## config.mk

```make
export PLATFORM = sky130hd
export DESIGN_NAME = multicycle_controller
export DESIGN_NICKNAME = d
export VERILOG_FILES = /design/src/rtl/multicycle_controller_pkg.sv /design/src/rtl/multicycle_controller_alu_decoder.sv /design/src/rtl/multicycle_controller.sv
export SDC_FILE = /design/constraint.sdc
export NUM_CORES = 1
export LEC_CHECK = 0
export CORE_MARGIN = 2
export CORE_UTILIZATION = 44
export DETAILED_ROUTE_END_ITERATION = 16
export PLACE_DENSITY = 0.9
export SLEW_MARGIN = 20
export SYNTH_ARGS = -nofsm -noshare
export SYNTH_HDL_FRONTEND = slang
export SYNTH_SLANG_ARGS = --single-unit
```

## constraint.sdc

```tcl
create_clock -name clk -period 3.8 [get_ports clk]
set_clock_uncertainty 0.15 [all_clocks]
set_input_delay 0.38 -clock clk [delete_from_list [all_inputs] [get_ports clk]]
set_output_delay 0.38 -clock clk [all_outputs]
set_load 0.02 [all_outputs]
```

## src/rtl/multicycle_controller_pkg.sv

```systemverilog
// Shared definitions for the multi-cycle RV32I controller: FSM state
// encoding, opcode constants and the datapath select encodings.
package multicycle_controller_pkg;

    typedef enum logic [3:0] {
        S_FETCH    = 4'd0,
        S_DECODE   = 4'd1,
        S_MEMADR   = 4'd2,
        S_MEMREAD  = 4'd3,
        S_MEMWB    = 4'd4,
        S_MEMWRITE = 4'd5,
        S_EXECR    = 4'd6,
        S_EXECI    = 4'd7,
        S_ALUWB    = 4'd8,
        S_BEQ      = 4'd9,
        S_JAL      = 4'd10,
        S_HALT     = 4'd11,
        S_TRAP     = 4'd12
    } state_t;

    localparam logic [6:0] OP_LW  = 7'b0000011;
    localparam logic [6:0] OP_SW  = 7'b0100011;
    localparam logic [6:0] OP_R   = 7'b0110011;
    localparam logic [6:0] OP_I   = 7'b0010011;
    localparam logic [6:0] OP_BEQ = 7'b1100011;
    localparam logic [6:0] OP_JAL = 7'b1101111;

    localparam logic [1:0] ALUOP_ADD  = 2'b00;
    localparam logic [1:0] ALUOP_SUB  = 2'b01;
    localparam logic [1:0] ALUOP_FUNC = 2'b10;

    localparam logic [1:0] SRCA_PC    = 2'b00;
    localparam logic [1:0] SRCA_OLDPC = 2'b01;
    localparam logic [1:0] SRCA_RS1   = 2'b10;

    localparam logic [1:0] SRCB_RS2   = 2'b00;
    localparam logic [1:0] SRCB_IMM   = 2'b01;
    localparam logic [1:0] SRCB_FOUR  = 2'b10;

    localparam logic [1:0] RES_ALUOUT = 2'b00;
    localparam logic [1:0] RES_DATA   = 2'b01;
    localparam logic [1:0] RES_ALU    = 2'b10;

    localparam logic [1:0] IMM_I = 2'b00;
    localparam logic [1:0] IMM_S = 2'b01;
    localparam logic [1:0] IMM_B = 2'b10;
    localparam logic [1:0] IMM_J = 2'b11;

    localparam logic [3:0] ALUCTL_ADD  = 4'b0000;
    localparam logic [3:0] ALUCTL_SUB  = 4'b0001;
    localparam logic [3:0] ALUCTL_AND  = 4'b0010;
    localparam logic [3:0] ALUCTL_OR   = 4'b0011;
    localparam logic [3:0] ALUCTL_XOR  = 4'b0100;
    localparam logic [3:0] ALUCTL_SLT  = 4'b0101;
    localparam logic [3:0] ALUCTL_SLL  = 4'b0110;
    localparam logic [3:0] ALUCTL_SRL  = 4'b0111;
    localparam logic [3:0] ALUCTL_SRA  = 4'b1000;
    localparam logic [3:0] ALUCTL_SLTU = 4'b1001;

    // Immediate format implied by the opcode; unknown opcodes fall back to I.
    function automatic logic [1:0] imm_src(input logic [6:0] op);
        case (op)
            OP_SW:   return IMM_S;
            OP_BEQ:  return IMM_B;
            OP_JAL:  return IMM_J;
            default: return IMM_I;
        endcase
    endfunction

    function automatic logic op_supported(input logic [6:0] op);
        case (op)
            OP_LW, OP_SW, OP_R, OP_I, OP_BEQ, OP_JAL: return 1'b1;
            default:                                  return 1'b0;
        endcase
    endfunction

endpackage

```

## src/rtl/multicycle_controller_alu_decoder.sv

```systemverilog
// ALU decoder carried over from the single-cycle control path.
// ALUOp selects add, sub or a funct3/funct7 decode of the instruction.
module ALUDecoder
    import multicycle_controller_pkg::*;
(
    input  logic [1:0] ALUOp,
    input  logic [2:0] funct3,
    input  logic       op5,
    input  logic       funct7b5,
    output logic [3:0] ALUControl
);

    // Decode ALU operation; only R-type (op5=1) uses funct7b5 to pick sub.
    always_comb begin
        ALUControl = ALUCTL_ADD;
        case (ALUOp)
            ALUOP_ADD: ALUControl = ALUCTL_ADD;
            ALUOP_SUB: ALUControl = ALUCTL_SUB;
            default: begin
                case (funct3)
                    3'b000:  ALUControl = (op5 && funct7b5) ? ALUCTL_SUB : ALUCTL_ADD;
                    3'b001:  ALUControl = ALUCTL_SLL;
                    3'b010:  ALUControl = ALUCTL_SLT;
                    3'b011:  ALUControl = ALUCTL_SLTU;
                    3'b100:  ALUControl = ALUCTL_XOR;
                    3'b101:  ALUControl = funct7b5 ? ALUCTL_SRA : ALUCTL_SRL;
                    3'b110:  ALUControl = ALUCTL_OR;
                    default: ALUControl = ALUCTL_AND;
                endcase
            end
        endcase
    end

endmodule

```

## src/rtl/multicycle_controller.sv

```systemverilog
// Sequencing FSM for the multi-cycle RV32I datapath (shared memory, one ALU).
// Optional feature macro: MULTICYCLE_ILLEGAL_TRAP_EN adds the illegal_instr
// output and a sticky TRAP state for unsupported opcodes.
//
// state    | meaning
// ---------+-----------------------------------------------------------
// FETCH    | read instruction at PC, PC <= PC+4 when memory completes
// DECODE   | ALUOut <= OldPC + imm (branch/jump target), dispatch
// MEMADR   | ALUOut <= rs1 + imm
// MEMREAD  | read data at ALUOut, wait for memory
// MEMWB    | rd <= Data
// MEMWRITE | write rs2 at ALUOut, wait for memory
// EXECR    | ALUOut <= rs1 op rs2
// EXECI    | ALUOut <= rs1 op imm
// ALUWB    | rd <= ALUOut
// BEQ      | compare rs1/rs2, PC <= target when equal
// JAL      | PC <= target, ALUOut <= OldPC + 4
// HALT     | post-reset idle, leaves on first cycle out of reset
// TRAP     | unsupported opcode seen, held until reset
module multicycle_controller
    import multicycle_controller_pkg::*;
#(
    parameter bit RESET_STATE_FETCH = 1'b1
) (
    input  logic       clk,
    input  logic       reset,
    input  logic [6:0] opcode,
    input  logic [2:0] func3,
    input  logic       func7_5,
    input  logic       Zero,
    input  logic       mem_ready,
    output logic       mem_req,
    output logic       MemWrite,
    output logic       AdrSrc,
    output logic       IRWrite,
    output logic       PCWrite,
    output logic       RegWrite,
    output logic [1:0] ALUSrcA,
    output logic [1:0] ALUSrcB,
    output logic [1:0] ResultSrc,
    output logic [1:0] ImmSrc,
    output logic [3:0] ALUCtl,
    output logic       instr_retire
`ifdef MULTICYCLE_ILLEGAL_TRAP_EN
    ,
    output logic       illegal_instr
`endif
);

    localparam state_t RESET_STATE = RESET_STATE_FETCH ? S_FETCH : S_HALT;

`ifdef MULTICYCLE_ILLEGAL_TRAP_EN
    localparam state_t UNSUPPORTED_NEXT = S_TRAP;
    localparam logic   NOP_RETIRE       = 1'b0;
`else
    localparam state_t UNSUPPORTED_NEXT = S_FETCH;
    localparam logic   NOP_RETIRE       = 1'b1;
`endif

    state_t     state_q, state_d;
    logic [1:0] alu_op;

    ALUDecoder u_alu_decoder (
        .ALUOp      (alu_op),
        .funct3     (func3),
        .op5        (opcode[5]),
        .funct7b5   (func7_5),
        .ALUControl (ALUCtl)
    );

    // State register; reset abandons any in-flight instruction.
    always_ff @(posedge clk) begin
        if (reset) state_q <= RESET_STATE;
        else       state_q <= state_d;
    end

    // Next-state logic; memory states advance only on mem_ready.
    always_comb begin
        state_d = state_q;
        case (state_q)
            S_HALT:     state_d = S_FETCH;
            S_FETCH:    if (mem_ready) state_d = S_DECODE;
            S_DECODE: begin
                case (opcode)
                    OP_LW, OP_SW: state_d = S_MEMADR;
                    OP_R:         state_d = S_EXECR;
                    OP_I:         state_d = S_EXECI;
                    OP_BEQ:       state_d = S_BEQ;
                    OP_JAL:       state_d = S_JAL;
                    default:      state_d = UNSUPPORTED_NEXT;
                endcase
            end
            S_MEMADR: begin
                if      (opcode == OP_SW) state_d = S_MEMWRITE;
                else if (opcode == OP_LW) state_d = S_MEMREAD;
                else                      state_d = S_FETCH;
            end
            S_MEMREAD:  if (mem_ready) state_d = S_MEMWB;
            S_MEMWB:    state_d = S_FETCH;
            S_MEMWRITE: if (mem_ready) state_d = S_FETCH;
            S_EXECR,
            S_EXECI:    state_d = S_ALUWB;
            S_ALUWB,
            S_BEQ:      state_d = S_FETCH;
            S_JAL:      state_d = S_ALUWB;
`ifdef MULTICYCLE_ILLEGAL_TRAP_EN
            S_TRAP:     state_d = S_TRAP;
`endif
            default:    state_d = S_FETCH;
        endcase
    end

    // Moore output decode; reset forces every strobe and select low.
    always_comb begin
        mem_req      = 1'b0;
        MemWrite     = 1'b0;
        AdrSrc       = 1'b0;
        IRWrite      = 1'b0;
        PCWrite      = 1'b0;
        RegWrite     = 1'b0;
        ALUSrcA      = SRCA_PC;
        ALUSrcB      = SRCB_RS2;
        ResultSrc    = RES_ALUOUT;
        ImmSrc       = imm_src(opcode);
        alu_op       = ALUOP_ADD;
        instr_retire = 1'b0;
`ifdef MULTICYCLE_ILLEGAL_TRAP_EN
        illegal_instr = 1'b0;
`endif
        case (state_q)
            S_FETCH: begin
                mem_req   = 1'b1;
                ALUSrcB   = SRCB_FOUR;
                ResultSrc = RES_ALU;
                IRWrite   = mem_ready;
                PCWrite   = mem_ready;
            end
            S_DECODE: begin
                ALUSrcA      = SRCA_OLDPC;
                ALUSrcB      = SRCB_IMM;
                instr_retire = NOP_RETIRE && !op_supported(opcode);
            end
            S_MEMADR: begin
                ALUSrcA = SRCA_RS1;
                ALUSrcB = SRCB_IMM;
            end
            S_MEMREAD: begin
                mem_req = 1'b1;
                AdrSrc  = 1'b1;
            end
            S_MEMWB: begin
                ResultSrc    = RES_DATA;
                RegWrite     = 1'b1;
                instr_retire = 1'b1;
            end
            S_MEMWRITE: begin
                mem_req      = 1'b1;
                AdrSrc       = 1'b1;
                MemWrite     = 1'b1;
                instr_retire = mem_ready;
            end
            S_EXECR: begin
                ALUSrcA = SRCA_RS1;
                ALUSrcB = SRCB_RS2;
                alu_op  = ALUOP_FUNC;
            end
            S_EXECI: begin
                ALUSrcA = SRCA_RS1;
                ALUSrcB = SRCB_IMM;
                alu_op  = ALUOP_FUNC;
            end
            S_ALUWB: begin
                RegWrite     = 1'b1;
                instr_retire = 1'b1;
            end
            S_BEQ: begin
                ALUSrcA      = SRCA_RS1;
                ALUSrcB      = SRCB_RS2;
                alu_op       = ALUOP_SUB;
                PCWrite      = Zero;
                instr_retire = 1'b1;
            end
            S_JAL: begin
                ALUSrcA = SRCA_OLDPC;
                ALUSrcB = SRCB_FOUR;
                PCWrite = 1'b1;
            end
`ifdef MULTICYCLE_ILLEGAL_TRAP_EN
            S_TRAP: illegal_instr = 1'b1;
`endif
            default: ;
        endcase

        if (reset) begin
            mem_req      = 1'b0;
            MemWrite     = 1'b0;
            AdrSrc       = 1'b0;
            IRWrite      = 1'b0;
            PCWrite      = 1'b0;
            RegWrite     = 1'b0;
            ALUSrcA      = SRCA_PC;
            ALUSrcB      = SRCB_RS2;
            ResultSrc    = RES_ALUOUT;
            ImmSrc       = IMM_I;
            alu_op       = ALUOP_ADD;
            instr_retire = 1'b0;
`ifdef MULTICYCLE_ILLEGAL_TRAP_EN
            illegal_instr = 1'b0;
`endif
        end
    end

endmodule

```

==> results list, run 1 <==
- The die is 45.2 um wide.
* Quantity of hold-fixing buffers added after cts: 0
- Count of input and output buffers: 33
- Core occupancy in the finished layout: 0.705
* Routability cong.: 0.855
- Max-cap violation count: 0
- The share of synthesized area in the top cell type comes to 0.107.
* Fill cells: 130
- Aggregate global-route resource usage: 0.227
- No sink is reached through more buffers than the 2 on the longest clock path.
- In this run the number of H-tree levels came out at 1.
- In this run the static leakage power is 0.386 nW.
- Post-route DRC violation count: 0
- Total inserted antenna cells: 0
- Clock-pin slew on the worst setup and hold paths: 0.04 ns
- Broken down by cell family, the worst path's largest delay share belongs to buffers and inverters.
- On the worst path, the slowest cell contributes a delay of 0.68 ns.
- The final layout contains routed wiring with a total length of 2.17 mm.
- Storage element area: 80.1 um2
- Synth warn: 0
- The share of total power dissipated in the clock network is 0.303.
- Post-synthesis instance area: 747 um2
- Dividing the final minimum period by the clock period gives 0.812.
- Area of combinational cells with multiple inputs: 619 um2
- Part of the power in registers: 0.250
- In the final layout, the share of cells above drive strength 1 is 0.0769.
* Max Transition Viols Final: 0
- Max FO, Critical Path: 15
* Antenna Nets Post-Route: 0
- Synthesized netlist cell count: 115
- The initial utilization of the core area, before any placement, comes to 0.485.
- The run finished with clean final reports.
- Most common cell type on the critical path: clkdlybuf4s50_1
* Global route overflow: 0
* Relative max-transition margin: 0.605
- The floorplan step defined a core boundary enclosing 1540 um2.
- Hold Fails Final Rpt: 0
- Setup repair after global routing left no endpoint under its margin.
- STA classifies the critical path startpoint as a primary input.
- Final routed wire length divided by cell count: 13.7 um
- Switch share: 0.337
- Transition at the pin with the smallest max-transition slack: 0.591 ns
* Sequential fraction of the synthesis area: 0.107
* Period minus WS final: 3.09 ns
- The floorplan has 14 rows.
* Final total negative setup slack: 0 ns
- For the worst setup path, the data arrival time is 2.56 ns.
- Root buffer cell: clkbuf_4
* Number of antenna violations at the first check in global routing: 0
* Part of the total power dissipated in combinational logic: 0.447
- The die is 45.2 um tall.
- The register with the most flip-flops in the layout has 4 of them.
- Via density per instance: 6.16
- Clock Sinks: 4
- For this design the total switching power over the nets is 59.3 uW.
- Counting flops per register, the top entry is state_q.
- Compared with the post-synthesis result, the final layout area differs by 45.6%.
- Largest regs: state_q (4)
- Total Die Area: 2040 um2
* CTS tree: done
- The largest individual stage delay along the critical path comes from the cell clkdlybuf4s50_1.
- Final setup viols: 0
- Once layout is done, the placed cells without fillers occupy 1090 um2.
- Cell taking the most area after synthesis: dfxtp_1
* Endpoint type of the worst setup path: output port
- Unique cell type count in the Yosys netlist: 45
- The internal power of the cells totals 117 uW.
* Mean instance size in the synthesized netlist: 6.50 um2
* Crit Path Class: primary input to output port
- Kind of path behind the tightest hold check: flip-flop to flip-flop
- Starting DRT DRC Count: 36
* Cell area after placement: 1060 um2
- Counting flops and latches in the post-synthesis netlist gives 4.
- After clock tree synthesis, the repair step resized 0 gates.
* Total I/O pin count: 34
- Clock tree synthesis inserted a total of 3 buffers.
- NumNets Final: 160
- Top achievable clock speed: 324 MHz
- Walking the worst path, the cells encountered are clkdlybuf4s50_1 -> nor2b_1 -> nand2_1 -> a211o_1 -> a21oi_1 -> clkdlybuf4s50_1.
- For the worst setup path, the data required time is 3.27 ns.
- Vias after detailed routing: 979
- Maximum vdd ir drop: 0.000171 V
- For this run, the detailed router's first-pass iteration total came to 4.
- The first global-routing pass estimated 3.52 mm of wire.
- Once the clock tree was built, the setup fixing pass inserted 0 buffers.
- Count of buffer and inverter cells on the critical path: 2
- By area the synthesized netlist is led by dfxtp_1 11%, nor2b_1 6.7%, nand2_1 6.5%, a21oi_1 6.0%, nor2_1 6.0%.
- For this design the ratio of total power to cell area is 162 nW/um2.
* Clock latency on the worst-skew pair: 0.24 ns
* HPWL after detailed placement: 1.58 mm
- The via count of the first global-routing pass is 818.
- Syn Nets: 130
- Entering global routing, the biggest net connects 23 pins.
## per-stage QoR
stage                     cells  hold slack [ns]  total power [mW]  setup slack, ns
final                       159            0.536             0.176            0.715
after global routing        159            0.588             0.186            0.637
after CTS                   159            0.536             0.177            0.742
after detailed placement    156            0.537             0.122            0.765
after global placement      156            0.512             0.121            0.763
after floorplan             115            0.410            0.0857             1.52
## cells by family (layout without fill, tap and decap cells)
logic type      after synthesis  in the layout  synth area share
buf+inv                      11             39            0.0636
simple gates                 64             64             0.472
compound gates               32             32             0.307
flops                         4              4             0.107
xor+xnor                      3              3            0.0352
mux                           1              1            0.0151
## final timing paths
path,start,end,slack [ns],depth (start not counted)
hold reg to reg,state_q[0]$_SDFFE_PP0P_,state_q[3]$_SDFFE_PP0P_,0.54,3
setup / recovery,reset,ALUCtl[2],0.71,6
setup reg to reg,state_q[3]$_SDFFE_PP0P_,state_q[3]$_SDFFE_PP0P_,2.10,4
hold / removal,state_q[0]$_SDFFE_PP0P_,state_q[3]$_SDFFE_PP0P_,0.54,3
## synth_stat cells (all sizes together)
cell	number
o21ai	4
o22ai	2
xnor2	1
o2bb2ai	1
o32ai	1
nand2	14
o32a	1
a32o	1
and3b	1
xor2	2
o41ai	2
and2	1
buf	4
nor4b	2
nor2b	8
dfxtp	4
o221a	1
nand3	3
nor2	12
and3	1
or2	2
a21oi	9
nand3b	3
or3	2
a31oi	3
o2111a	1
nand2b	4
nor4	3
mux2	1
clkbuf	5
a221oi	1
a211o	1
inv	2
a211oi	2
nor3	6
o21a	2
nor3b	2
## per-layer routing
metal	share of wire	track usage
met1	0.44	0.302
met3	0.084	0.0480
met4	0.011	0.0824
met5	0	0
met2	0.47	0.357
## power by group through the flow
stage	clock network (mW)	registers (mW)	logic, mW
floorplan	0	0.0445	0.0413
global placement	0	0.0444	0.0763
detailed placement	0	0.0446	0.0773
CTS	0.0553	0.0440	0.0779
global route	0.0572	0.0441	0.0852
finish	0.0533	0.0440	0.0786
## tightest hold or removal path, cell delays in order, from the launching register on
cell and delay (ns):
dfxtp_1 0.30, nor2b_1 0.17, nand3_1 0.08, a221oi_1 0.08
## cell type report
type / instances / area share
Tap cell: 16 / 0.0184
Clock buffer: 3 / 0.0207
Sequential cell: 4 / 0.0736
Timing Repair Buffer: 34 / 0.311
Multi-Input combinational cell: 100 / 0.570
Inverter: 2 / 0.00690
## cell usage in the layout, fill, tap and decap left out, types with 2 or more instances in the layout
cell              n
a211oi_1          2
a21oi_1           9
a31oi_1           3
clkbuf_4          3
clkdlybuf4s50_1  33
dfxtp_1           4
nand2_1          13
nand2b_1          4
nand3_1           3
nand3b_1          3
nor2_1           12
nor2b_1           8
nor3_1            6
nor3b_1           2
nor4_1            3
nor4b_1           2
o21a_1            2
o21ai_0           2
o21ai_1           2
o22ai_1           2
xor2_1            2
(Power assumes the default switching activity.)
==> inputs of run 2 (changes only) <==
CORE_UTILIZATION = 37   (was 44)
PLACE_DENSITY = 0.82   (was 0.9)
clock period = 2.55 ns   (was 3.8 ns; I/O delays follow)
==> run 2 against run 1 <==
- worst hold slack worse by 0.021 ns
- non-clock buffer count is 18 higher
- clock power up 59%
- count of clock-buffer cells in the layout stayed put
- total power rose by 60%
- first-iteration DRC count down 25%
- worst setup slack worse by 0.61 ns
- flip-flop and latch count did not move
- design area rose by 15%
- via count is 4.0% higher
- sequential power increased by 49%
- global-route usage is 2.0 points lower
- highest routed layer unchanged
==> results list, run 2 (synthesized netlist as in run 1, its figures left out) <==
* Status: complete, no violations (unchanged)
- Max-cap violation count: 0 (unchanged)
- Pin count of the biggest net entering global routing: 18 (was 23)
- Derived from the worst setup path, the maximum achievable clock frequency is 409 MHz.
- The via count of the first global-routing pass came to 944 (was 818).
- Clock latency on the worst-skew pair: 0.24 ns (about the same)
- Width of the die: 48.9 um (was 45.2 um)
- The I/O pin count came to 34 (unchanged).
* Count of input and output buffers: 33 (unchanged)
- The register name with the most flops is state_q (unchanged).
- The floorplan die area is 2390 um2 (was 2040 um2).
- Number of resized instances in the post-cts repair step: 2 (was 0)
- Relative max-transition margin: 0.641 (was 0.605)
- The category of the worst setup path launch point is a flip-flop (was primary input).
- Endpoint type of the worst setup path: output port (unchanged)
- The initial antenna violation count came to 0 (unchanged).
* Via density per instance: 5.41 (was 6.16)
- Root buffer cell: clkbuf_4 (unchanged)
- Core occupancy in the finished layout: 0.645 (was 0.705)
- Die Y: 48.9 um (was 45.2 um)
- Worst hold slack after final layout: 0.515 ns (was 0.536 ns)
* Design Power: 282 uW (was 176 uW)
* HPWL after detailed placement: 1.83 mm (was 1.58 mm)
* Aggregate global-route resource usage: 0.207 (was 0.227)
* Final worst path period share: 0.958
- The core area was 1940 um2 (was 1540 um2).
- The maximum clock path buffer count came to 2 (unchanged).
- The number of buffers added by the clock tree synthesis step is 3 (unchanged).
* Crit Path Class: flip-flop to output port (was primary input to output port)
- Fraction of layout instances using a drive strength above 1: 0.199 (was 0.0769)
- The effective utilization at floorplan was 0.385 (was 0.485).
- The total inserted antenna cells is 0 (unchanged).
- The register area was 81.3 um2 (was 80.1 um2).
* Final routed wire length divided by cell count: 12.5 um (was 13.7 um)
- Number of H-tree levels: 1 (unchanged)
* Pleak: 0.497 nW (was 0.386 nW)
- The peak fanout along the critical path was 15 (unchanged).
- Largest regs: state_q (4) (unchanged)
- The fill cell total of the finished layout is 176 (was 130).
- Data arrival, critical path: 2.04 ns (was 2.56 ns)
- Transition at the pin with the smallest max-transition slack: 0.537 ns (was 0.591 ns)
* Setup fix buffers added after clock tree synthesis: 0 (unchanged)
- The count of final setup violators was 0 (unchanged).
- Maximum vdd ir drop: 0.000140 V (was 0.000171 V)
* NumNets Final: 178 (was 160)
- Kind of path behind the tightest hold check: flip-flop to flip-flop (unchanged)
- The commonest non-fill, non-tap cell in the layout is clkdlybuf4s50_1 (unchanged).
* Synthesis-to-layout area growth: 67.7% (was 45.6%)
- Post-route DRC violation count: 0 (unchanged)
- The power per cell area is 225 nW/um2 (was 162 nW/um2).
- Period minus WS final: 2.44 ns
- Routability cong.: 0.841 (was 0.855)
* Hold Fails Final Rpt: 0 (unchanged)
- RSZ-0062 raised after global routing: yes (was no)
* Router iterations before antenna repair: 4 (unchanged)
* Quantity of hold-fixing buffers added after cts: 0 (unchanged)
- Antenna Nets Post-Route: 0 (unchanged)
* CTS tree: done (unchanged)
- Most frequent cells in the layout: 31 x clkdlybuf4s50_1, 19 x buf_4, 13 x nand2_1 (was 33 x clkdlybuf4s50_1, 13 x nand2_1, 12 x nor2_1).
- The final wirelength was 2.34 mm (was 2.17 mm).
- The required time at the worst-slack endpoint was 2.14 ns (was 3.27 ns).
* Area of combinational cells with multiple inputs: 633 um2 (was 619 um2)
- The number of slew-limit violations in the final report was 0 (unchanged).
- The clock transition at the registers of the reported paths came to 0.04 ns (about the same).
- Flip-flop count of the largest register after layout: 4 (unchanged)
- First-pass GRT wire length: 4.00 mm (was 3.52 mm)
* Vias after detailed routing: 1,018 (was 979)
- Number of rows in the core area: 16 (was 14)
- Global route overflow: 0 (unchanged)
* Starting DRT DRC Count: 27 (was 36)
* Clock Sinks: 4 (unchanged)
==> run 2: power by group <==
| part | leakage (nW) | internal (mW) | switching [mW] |
|---|---|---|---|
| Sequential | 0.0330 | 0.0642 | 0.00123 |
| Combinational | 0.451 | 0.0686 | 0.0637 |
| Clock | 0.0138 | 0.0530 | 0.0315 |
| Total | 0.497 | 0.186 | 0.0964 |
==> run 2: per-stage QoR <==
stage / worst slack [ns] / instance area [um2] / TNS (ns) / std cells
2_1_floorplan: 0.397 / 747 / 0 / 115
3_3_place_gp: -0.0623 / 1210 / -0.0623 / 185
3_5_place_dp: -0.103 / 1210 / -0.103 / 185
4_1_cts: 0.00246 / 1240 / 0 / 188
5_1_grt: 0.000164 / 1250 / 0 / 188
6_report: 0.107 / 1250 / 0 / 188
==> run 2: final cells by class <==
type                       instances  area share
multi-input combinational        100       0.505
timing repair buffer              52       0.379
sequential                         4      0.0649
tap                               27      0.0270
clock buffer                       3      0.0180
inverter                           2     0.00599
==> run 2: path summary, 6_finish.rpt <==
kind / depth (start not counted) / end / start / slack, ns
worst max-delay path: 5 / ALUCtl[2] / state_q[2]$_SDFFE_PP0P_ / 0.11
worst min register to register: 2 / state_q[2]$_SDFFE_PP0P_ / state_q[0]$_SDFFE_PP0P_ / 0.52
worst min-delay path: 2 / state_q[2]$_SDFFE_PP0P_ / state_q[0]$_SDFFE_PP0P_ / 0.52
worst max register to register: 4 / state_q[3]$_SDFFE_PP0P_ / state_q[3]$_SDFFE_PP0P_ / 0.92
==> run 2: critical path, cell delays in order, from the launching register on <==
cell and delay (ns):
dfxtp_2 0.48, nor2b_1 0.21, nand2_1 0.11, a211o_1 0.28, a21oi_1 0.11, clkdlybuf4s50_1 0.61
==> run 2: routing by layer <==
metal / part of all wire / global-route usage / routed length, um
met1: 0.43 / 0.249 / 1020
met2: 0.49 / 0.356 / 1160
met3: 0.055 / 0.0276 / 130
met4: 0.017 / 0.110 / 39
met5: 0 / 0 / 0
==> inputs of run 3 (changes only) <==
RECOVER_POWER = 100   (was not set)
==> run 3 against run 2 <==
- maximum frequency is 0.24% lower
- sequential share of layout area is 0.13 points higher
- worst setup slack worse by 0.0059 ns
- sequential power hardly changed
- final cell count stayed put
- first-iteration DRC count is 30% lower
- wire length is 0.47% lower
- die area stayed put
- design area is 2.0% lower
- flip-flop and latch count stayed put
==> results list, run 3 (synthesized netlist as in run 1, its figures left out) <==
- The total placed cells including tap cells came to 185 (unchanged).
- Switch share: 0.344 (was 0.342)
* Transition at the pin with the smallest max-transition slack: 0.523 ns (was 0.537 ns)
* Slowest cell on the critical path: clkdlybuf4s50_1 (unchanged)
- Final worst path period share: 0.961 (was 0.958)
- The maximum resistive drop on vdd was 0.000139 V (was 0.000140 V).
* Antenna Nets Post-Route: 0 (unchanged)
- Status: complete, no violations (unchanged)
- Post-route DRC violation count: 0 (unchanged)
* Top achievable clock speed: 408 MHz (was 409 MHz)
* Power per unit of standard cell area: 226 nW/um2 (was 225 nW/um2)
* Setup fix buffers added after clock tree synthesis: 0 (unchanged)
* Number of global-route vias before repair: 944 (unchanged)
- Total I/O pin count: 34 (unchanged)
- Clock group share of total power: 0.305 (was 0.299)
* Vias after detailed routing: 1,019 (was 1,018)
- The design internal power came to 182 uW (was 186 uW).
- Part of the total power dissipated in combinational logic: 0.459 (was 0.469)
- The flip-flop count of the largest register, all copies and words added was 4 (unchanged).
- Max Transition Viols Final: 0 (unchanged)
- CTS Buf Count: 3 (unchanged)
* RSZ-0062 raised after global routing: yes (unchanged)
- Crit Path Class: flip-flop to output port (unchanged)
- The largest net degree at the start of global routing came to 18 (unchanged).
- Largest regs: state_q (4) (unchanged)
- Max FO, Critical Path: 15 (unchanged)
* Most frequent cells in the layout: 21 x clkdlybuf4s50_1, 18 x buf_4, 13 x nand2_1 (was 31 x clkdlybuf4s50_1, 19 x buf_4, 13 x nand2_1)
* Cell-by-cell listing of the critical path: nor2b_1 -> nand2_1 -> a211o_1 -> a21oi_1 -> clkdlybuf4s50_1 (unchanged)
* Aggregate global-route resource usage: 0.207 (unchanged)
- Period minus WS final: 2.45 ns (was 2.44 ns)
- The worst hold-check path type is flip-flop to flip-flop (unchanged).
- Clock latency on the worst-skew pair: 0.24 ns (about the same)
- Die Y: 48.9 um (unchanged)
- Global route overflow: 0 (unchanged)
* Number of rows in the core area: 16 (unchanged)
- The via count normalized by instance count was 5.42 (was 5.41).
* Clock Sinks: 4 (unchanged)
- The non-filler instance count after layout was 188 (unchanged).
- Width of the die: 48.9 um (unchanged)
* Total detailed-routing wirelength: 2.33 mm (was 2.34 mm)
* Most common library cell in the layout ignoring fill and taps: clkdlybuf4s50_1 (unchanged)
- Routability cong.: 0.841 (unchanged)
* Switch Pwr: 95.6 uW (was 96.4 uW)
- CTS tree: done (unchanged)
- The sort of element at the end of the critical path is an output port (unchanged).
- The iteration-0 DRC count of the detailed router was 19 (was 27).
* CP max stage delay: 0.61 ns (about the same)
- Pleak: 0.495 nW (was 0.497 nW)
- The count of buffers inserted at the top-level ports came to 33 (unchanged).
- Number of H-tree levels: 1 (unchanged)
- The final core utilization came to 0.632 (was 0.645).
- The total inserted antenna cells came to 0 (unchanged).
- Fraction of layout instances using a drive strength above 1: 0.180 (was 0.199)
- Relative max-transition margin: 0.651 (was 0.641)
- Router iterations before antenna repair: 4 (unchanged)
* Final routed wire length divided by cell count: 12.4 um (was 12.5 um)
- NumNets Final: 178 (unchanged)
- The wire length of the first global-routing pass is 4.00 mm (unchanged).
- Root buffer cell: clkbuf_4 (unchanged)
- The number of maximum-capacitance constraint violations was 0 (unchanged).
- Synthesis-to-layout area growth: 64.3% (was 67.7%)
- Core region area: 1940 um2 (unchanged)
- The register name with the most flops is state_q (unchanged).
- Number of antenna violations at the first check in global routing: 0 (unchanged)
- The maximum clock path buffer count was 2 (unchanged).
- Data arrival, critical path: 2.04 ns (about the same)
* Fill cells: 184 (was 176)
- Part of the power in registers: 0.236 (was 0.232)
- The clock transition at the registers of the reported paths was 0.04 ns (about the same).
- The required time at the worst-slack endpoint was 2.14 ns (about the same).
- Final setup viols: 0 (unchanged)
- The effective utilization at floorplan came to 0.385 (unchanged).
- Worst Setup Start Kind: flip-flop (unchanged)
* Hold Fails Final Rpt: 0 (unchanged)
- The floorplan die area came to 2390 um2 (unchanged).
* HPWL after detailed placement: 1.83 mm (unchanged)
[run 3: path summary, 6_finish.rpt]
| check | startpoint | end | slack, ns | cells after the start |
|---|---|---|---|---|
| setup / recovery | state_q[2]$_SDFFE_PP0P_ | ALUCtl[2] | 0.10 | 5 |
| hold / removal | state_q[0]$_SDFFE_PP0P_ | state_q[2]$_SDFFE_PP0P_ | 0.51 | 2 |
| setup reg to reg | state_q[3]$_SDFFE_PP0P_ | state_q[3]$_SDFFE_PP0P_ | 0.93 | 4 |
| hold reg to reg | state_q[0]$_SDFFE_PP0P_ | state_q[2]$_SDFFE_PP0P_ | 0.51 | 2 |
[run 3: area by class of cell]
cell class	count	area (um2)	share of cell area
clock buffers	3	22.5	0.0183
inverters	2	7.51	0.00612
multi-input cells	100	621	0.506
flip-flops and latches	4	81.3	0.0663
well taps	27	33.8	0.0275
repair buffers	52	462	0.376
[run 3: worst max-delay path, delay by kind of cell, from the launching register on]
family                 cells  cell delay, ns
AOI/OAI and AO/OA          2            0.39
buffers and inverters      1            0.61
DFF                        1            0.48
and+or+nand+nor            2            0.32
[run 3: power groups by stage]
| stage | logic [mW] | registers (mW) | clock network, mW |
|---|---|---|---|
| final | 0.127 | 0.0654 | 0.0846 |
| after global routing | 0.139 | 0.0655 | 0.0888 |
| after CTS | 0.132 | 0.0654 | 0.0848 |
| after detailed placement | 0.131 | 0.0664 | 0 |
| after global placement | 0.128 | 0.0662 | 0 |
| after floorplan | 0.0615 | 0.0662 | 0 |
[run 3: metal layers]
| metal | routed length (um) | vias to the layer above | global-route usage |
|---|---|---|---|
| li1 | - | 521 | - |
| met1 | 1020 | 458 | 0.249 |
| met2 | 1150 | 34 | 0.356 |
| met3 | 105 | 6 | 0.0276 |
| met4 | 51 | 0 | 0.110 |
| met5 | 0 | - | 0 |
[run 3: stage by stage]
stage | cell area (um2) | power, mW | hold WS [ns] | setup slack, ns | TNS, ns
4_1_cts | 1240 | 0.282 | 0.510 | 0.00246 | 0
6_report | 1230 | 0.277 | 0.514 | 0.101 | 0
3_5_place_dp | 1210 | 0.198 | 0.507 | -0.103 | -0.103
2_1_floorplan | 747 | 0.128 | 0.285 | 0.397 | 0
5_1_grt | 1230 | 0.293 | 0.542 | 0.000164 | 0
3_3_place_gp | 1210 | 0.194 | 0.496 | -0.0623 | -0.0623
[run 3: what timing repair did]
action / 4_1_cts / 5_1_grt
setup endpoints to repair: 2 / 3
cloned: 0 / 0
gates resized for setup: 2 / 4
pin swaps: 0 / 0
hold buffers: 0 / 0
